**src/rtl/hazard_controller.sv**
```systemverilog
// hazard_controller: operand forwarding, load-use/branch hazard resolution and memory-wait
// handling with timeout abort, plus saturating stall/flush cycle counters.
module hazard_controller #(
    parameter int TIMEOUT = 16,
    parameter int CNT_W   = 32
) (
    input  logic             clk,
    input  logic             rst,
    input  logic [4:0]       Rs1_D,
    input  logic [4:0]       Rs2_D,
    input  logic [4:0]       Rs1_E,
    input  logic [4:0]       Rs2_E,
    input  logic [4:0]       RD_E,
    input  logic [4:0]       RD_M,
    input  logic [4:0]       RD_W,
    input  logic [4:0]       RD_F,
    input  logic             RegWriteM,
    input  logic             RegWriteW,
    input  logic             RegWriteF,
    input  logic             LoadE,
    input  logic             LoadM,
    input  logic             StoreM,
    input  logic             MemReadyM,
    input  logic             PCSrcE,
    input  logic             CntClr,
    output logic [1:0]       ForwardA_E,
    output logic [1:0]       ForwardB_E,
    output logic             StallF,
    output logic             StallD,
    output logic             StallE,
    output logic             StallM,
    output logic             FlushD,
    output logic             FlushE,
    output logic             FlushW,
    output logic             MemErr,
    output logic [CNT_W-1:0] StallCnt,
    output logic [CNT_W-1:0] FlushCnt
);
    typedef enum logic {RUN, MEM_WAIT} state_t;

    localparam logic [7:0] TMO = 8'(TIMEOUT);

    state_t             state_q, state_d;
    logic [7:0]         wcnt_q, wcnt_d;
    logic [CNT_W-1:0]   stall_cnt_d, flush_cnt_d;
    logic               mw, timeout, mem_stall, free, branch, load_use, any_stall, any_flush;

    function automatic logic [1:0] fwd(input logic [4:0] rs, input logic [4:0] rdm, input logic wm,
                                       input logic [4:0] rdw, input logic ww,
                                       input logic [4:0] rdf, input logic wf);
        fwd = (wm && rdm != 5'd0 && rdm == rs) ? 2'b10 :
              (ww && rdw != 5'd0 && rdw == rs) ? 2'b01 :
              (wf && rdf != 5'd0 && rdf == rs) ? 2'b11 : 2'b00;
    endfunction

    always_comb begin
        ForwardA_E = fwd(Rs1_E, RD_M, RegWriteM, RD_W, RegWriteW, RD_F, RegWriteF);
        ForwardB_E = fwd(Rs2_E, RD_M, RegWriteM, RD_W, RegWriteW, RD_F, RegWriteF);
    end

    // Control outputs are gated by rst so they fall to 0 the moment reset asserts.
    always_comb begin
        mw        = (LoadM | StoreM) & ~MemReadyM;
        timeout   = (state_q == MEM_WAIT) && (wcnt_q == TMO);
        mem_stall = rst & mw & ~timeout;
        MemErr    = rst & mw & timeout;
        free      = rst & ~mw;
        branch    = free & PCSrcE;
        load_use  = free & ~PCSrcE & LoadE & (RD_E != 5'd0) & ((RD_E == Rs1_D) | (RD_E == Rs2_D));
        StallF    = mem_stall | load_use;
        StallD    = mem_stall | load_use;
        StallE    = mem_stall;
        StallM    = mem_stall;
        FlushD    = branch;
        FlushE    = branch | load_use;
        FlushW    = mem_stall;
        any_stall = StallF | StallD | StallE | StallM;
        any_flush = FlushD | FlushE | FlushW;
        state_d   = mem_stall ? MEM_WAIT : RUN;
        wcnt_d    = mem_stall ? wcnt_q + 8'd1 : 8'd0;
        stall_cnt_d = CntClr ? '0 : (any_stall && !(&StallCnt)) ? StallCnt + 1'b1 : StallCnt;
        flush_cnt_d = CntClr ? '0 : (any_flush && !(&FlushCnt)) ? FlushCnt + 1'b1 : FlushCnt;
    end

    always_ff @(posedge clk or negedge rst) begin
        if (!rst) begin
            state_q  <= RUN;
            wcnt_q   <= 8'd0;
            StallCnt <= '0;
            FlushCnt <= '0;
        end else begin
            state_q  <= state_d;
            wcnt_q   <= wcnt_d;
            StallCnt <= stall_cnt_d;
            FlushCnt <= flush_cnt_d;
        end
    end
endmodule

```
**config.mk**
```make
export PLATFORM = sky130hd
export DESIGN_NAME = hazard_controller
export DESIGN_NICKNAME = d
export VERILOG_FILES = /design/src/rtl/hazard_controller.sv
export SDC_FILE = /design/constraint.sdc
export NUM_CORES = 1
export LEC_CHECK = 0
export CAP_MARGIN = 10
export CORE_UTILIZATION = 45
export DETAILED_ROUTE_END_ITERATION = 10
export PLACE_DENSITY_LB_ADDON = 0.3
export SYNTH_ARGS = -nofsm -noshare
export SYNTH_HDL_FRONTEND = slang
export SYNTH_SLANG_ARGS = --single-unit
```
**constraint.sdc**
```tcl
create_clock -name clk -period 3.1 [get_ports clk]
set_clock_uncertainty 0.05 [all_clocks]
set_input_delay 0.62 -clock clk [delete_from_list [all_inputs] [get_ports clk]]
set_output_delay 0.62 -clock clk [all_outputs]
set_load 0.05 [all_outputs]
```
==> impl_metrics.env <==
export IMPL_avgViaCountPerCell=5.42
export IMPL_ir_worst_vdd_mv=0.260
export IMPL_reg2reg_depth=9
export IMPL_timing_final_hold_violations=0
export IMPL_rows=35
export IMPL_ys_seq_elements=73
export IMPL_clock_sinks=73
export IMPL_crit_fanout=3
export IMPL_diodes=0
export IMPL_synth_async_reset_ratio_pct=100
export IMPL_switching_power_w=0.000526
export IMPL_ant_nets=0
export IMPL_synth_most_common_cell="xnor2_1"
export IMPL_p_sw_share_pct=24.1
export IMPL_clkPwrFrac_pct=41.2
export IMPL_slew_viol_final=0
export IMPL_avgRoutedWirePerCell_um=15.9
export IMPL_vias=4217
export IMPL_hp_class="in2async"
export IMPL_seq_power_share_pct=44.0
export IMPL_worst_pin_slew_ps=809
export IMPL_drc=0
export IMPL_core_um2=9420
export IMPL_clk_path_buf_depth=2
export IMPL_rr_startpoint="StallCnt[0]"
export IMPL_crit_type="in2out"
export IMPL_layout_min_cycle_time_ps=3050
export IMPL_p_leak_nw=2.44
export IMPL_syn_to_final_growth_pct=42.7
export IMPL_synth_distinct_cells=42
export IMPL_yosysTopAreaCell="dfrtp_1"
export IMPL_clock_fmax_ghz=0.328
export IMPL_drt_iter0_drc=295
export IMPL_synth_area_top_cells="dfrtp_1 (41%), xnor2_1 (15%), nor2_1 (5.9%), xor2_1 (3.5%), nand3_1 (3.5%)"
export IMPL_relSlewSlack_pct=46.1
export IMPL_drive_gt1_share_pct=11.2
export IMPL_insertion_delay_ps=340
export IMPL_reg2reg_setup_slack_ps=360
export IMPL_overflow=0
export IMPL_power_frac_comb_pct=14.8
export IMPL_powerDensity_nw_per_um2=344
export IMPL_synthCells=504
export IMPL_yosys_area_top_type_share_pct=41.0
export IMPL_nNetsFinal=700
export IMPL_fp_dieW_um=102
export IMPL_p_int_w=0.00166
export IMPL_pin_count=127
export IMPL_setup_viol=0
export IMPL_gp_congestion=0.924
export IMPL_initial_core_util_pct=47.4
export IMPL_drv_cap=0
export IMPL_syn_avg_cell_area_um2=8.85
export IMPL_cts_tree="built"
export IMPL_drt_pass1_iterations=4
export IMPL_yosysSeqAreaShare_pct=41.0
export IMPL_cts_max_level=3
export IMPL_grt_pass1_vias=4044
export IMPL_worstPathArrival_ps=2380
export IMPL_path_clk_slew_ps=80
export IMPL_die_area_um2=10300
export IMPL_antenna_found_initial=0
export IMPL_hpwl_um=9070
export IMPL_synth_ff_type="dfrtp_1"
export IMPL_grt_usage_pct=24.3
export IMPL_clockRootBuffer="clkbuf_8"
export IMPL_period_share_pct=98.3
export IMPL_cp_startpoint="RD_W[3]"
export IMPL_synth_enable_flop_cells=0
export IMPL_grt_first_pass_wirelength_um=19900
export IMPL_ys_top_cells_by_count="xnor2_1 (76), dfrtp_1 (73), nor2_1 (70)"
export IMPL_place_port_buffers=126
export IMPL_cp_start_kind="input pin"
export IMPL_crit_end="ForwardA_E[0]"
export IMPL_stdcell_count=778
export IMPL_fin_ws_ps=51.3
export IMPL_syn_nets=559
export IMPL_synth_cell_area_um2=4460
export IMPL_cts_buffers=9
export IMPL_end_kind="output port"
export IMPL_status="completed"
export IMPL_crit_required_ps=2430
export IMPL_r2r_end="StallCnt[28]"
export IMPL_grt_max_degree=55
export IMPL_synth_warnings=0
export IMPL_placed_cells=762
export IMPL_routed_wl_um=12400
export IMPL_pre_cts_slack_ps=2.34
export IMPL_die_h_um=102
-- worst max-delay path, cell delays in order --
cell             delay, ps
clkdlybuf4s50_1        530
or4_1                  140
o21ai_1                 70
or4_1                  540
nor2b_1                160
nor2_2                 170
buf_12                 150
-- cell families after synthesis --
logic type	count (synthesis)	share of synthesized area, %
compound gates	41	5.47
xor+xnor	94	18.5
fa+ha+maj	4	1.12
buf+inv	36	3.96
flops	73	41.0
mux	2	0.477
simple gates	254	29.6
-- power groups by stage --
stage	clock, W	sequential, W	combinational (W)
final	0.000901	0.000963	0.000324
after floorplan	0	0.000992	0.000130
after global routing	0.000956	0.000964	0.000349
after detailed placement	0	0.000982	0.000319
after CTS	0.000918	0.000963	0.000321
after global placement	0	0.000981	0.000312
-- cell usage in the layout, fill, tap and decap left out, drive strengths merged, types with 19 or more instances in the layout --
| cell | instances |
|---|---|
| nor2 | 70 |
| nand3 | 32 |
| xnor2 | 76 |
| nor4 | 19 |
| nand2 | 29 |
| clkdlybuf4s50 | 107 |
| buf | 44 |
| dfrtp | 73 |
| nor3 | 28 |
-- what timing repair did --
item,in CTS,in global routing
buffers inserted,0,1
gates resized for setup,0,16
setup endpoints to repair,0,6
hold buffers,0,0
-- per-layer routing --
layer	track usage (%)	vias up	routed length [µm]
met5	0	-	0
met4	7.25	0	128
met3	4.21	13	841
met2	39.0	143	5780
met1	33.7	2022	5600
li1	-	2039	-
-- state kept, by name, summed over array words and instances, names as in the netlist --
register  cells
state_q       1
wcnt_q        8
FlushCnt     32
StallCnt     32
-- how the worst min path moves through the flow --
stage,to,startpoint,slack [ps]
2_1_floorplan,FlushCnt[0],rst,270
3_3_place_gp,wcnt_q[0],wcnt_q[0],460
3_5_place_dp,wcnt_q[0],wcnt_q[0],480
4_1_cts,FlushCnt[18],rst,260
5_1_grt,FlushCnt[8],rst,280
6_report,FlushCnt[21],rst,260
-- area by class of cell --
cell class                 count  area (µm²)
sequential                    73        1830
timing repair buffer         156        1600
multi-input combinational    395        2500
fill                         752        3050
tap                          129         161
clock buffer                  10         138
clock inverter                 5         104
inverter                      10        42.5
-- per-stage QoR --
step	hold slack (ps)	utilization (%)	total power (W)	area [µm²]	TNS [ps]
2_1_floorplan	274	-	0.00112	4460	0
3_3_place_gp	464	64.5	0.00129	6070	-33.5
3_5_place_dp	485	64.5	0.00130	6070	0
4_1_cts	257	67.0	0.00220	6310	0
5_1_grt	284	67.6	0.00227	6370	-8.71
6_report	261	67.6	0.00219	6370	0
Power figures use the tool's default switching activity.
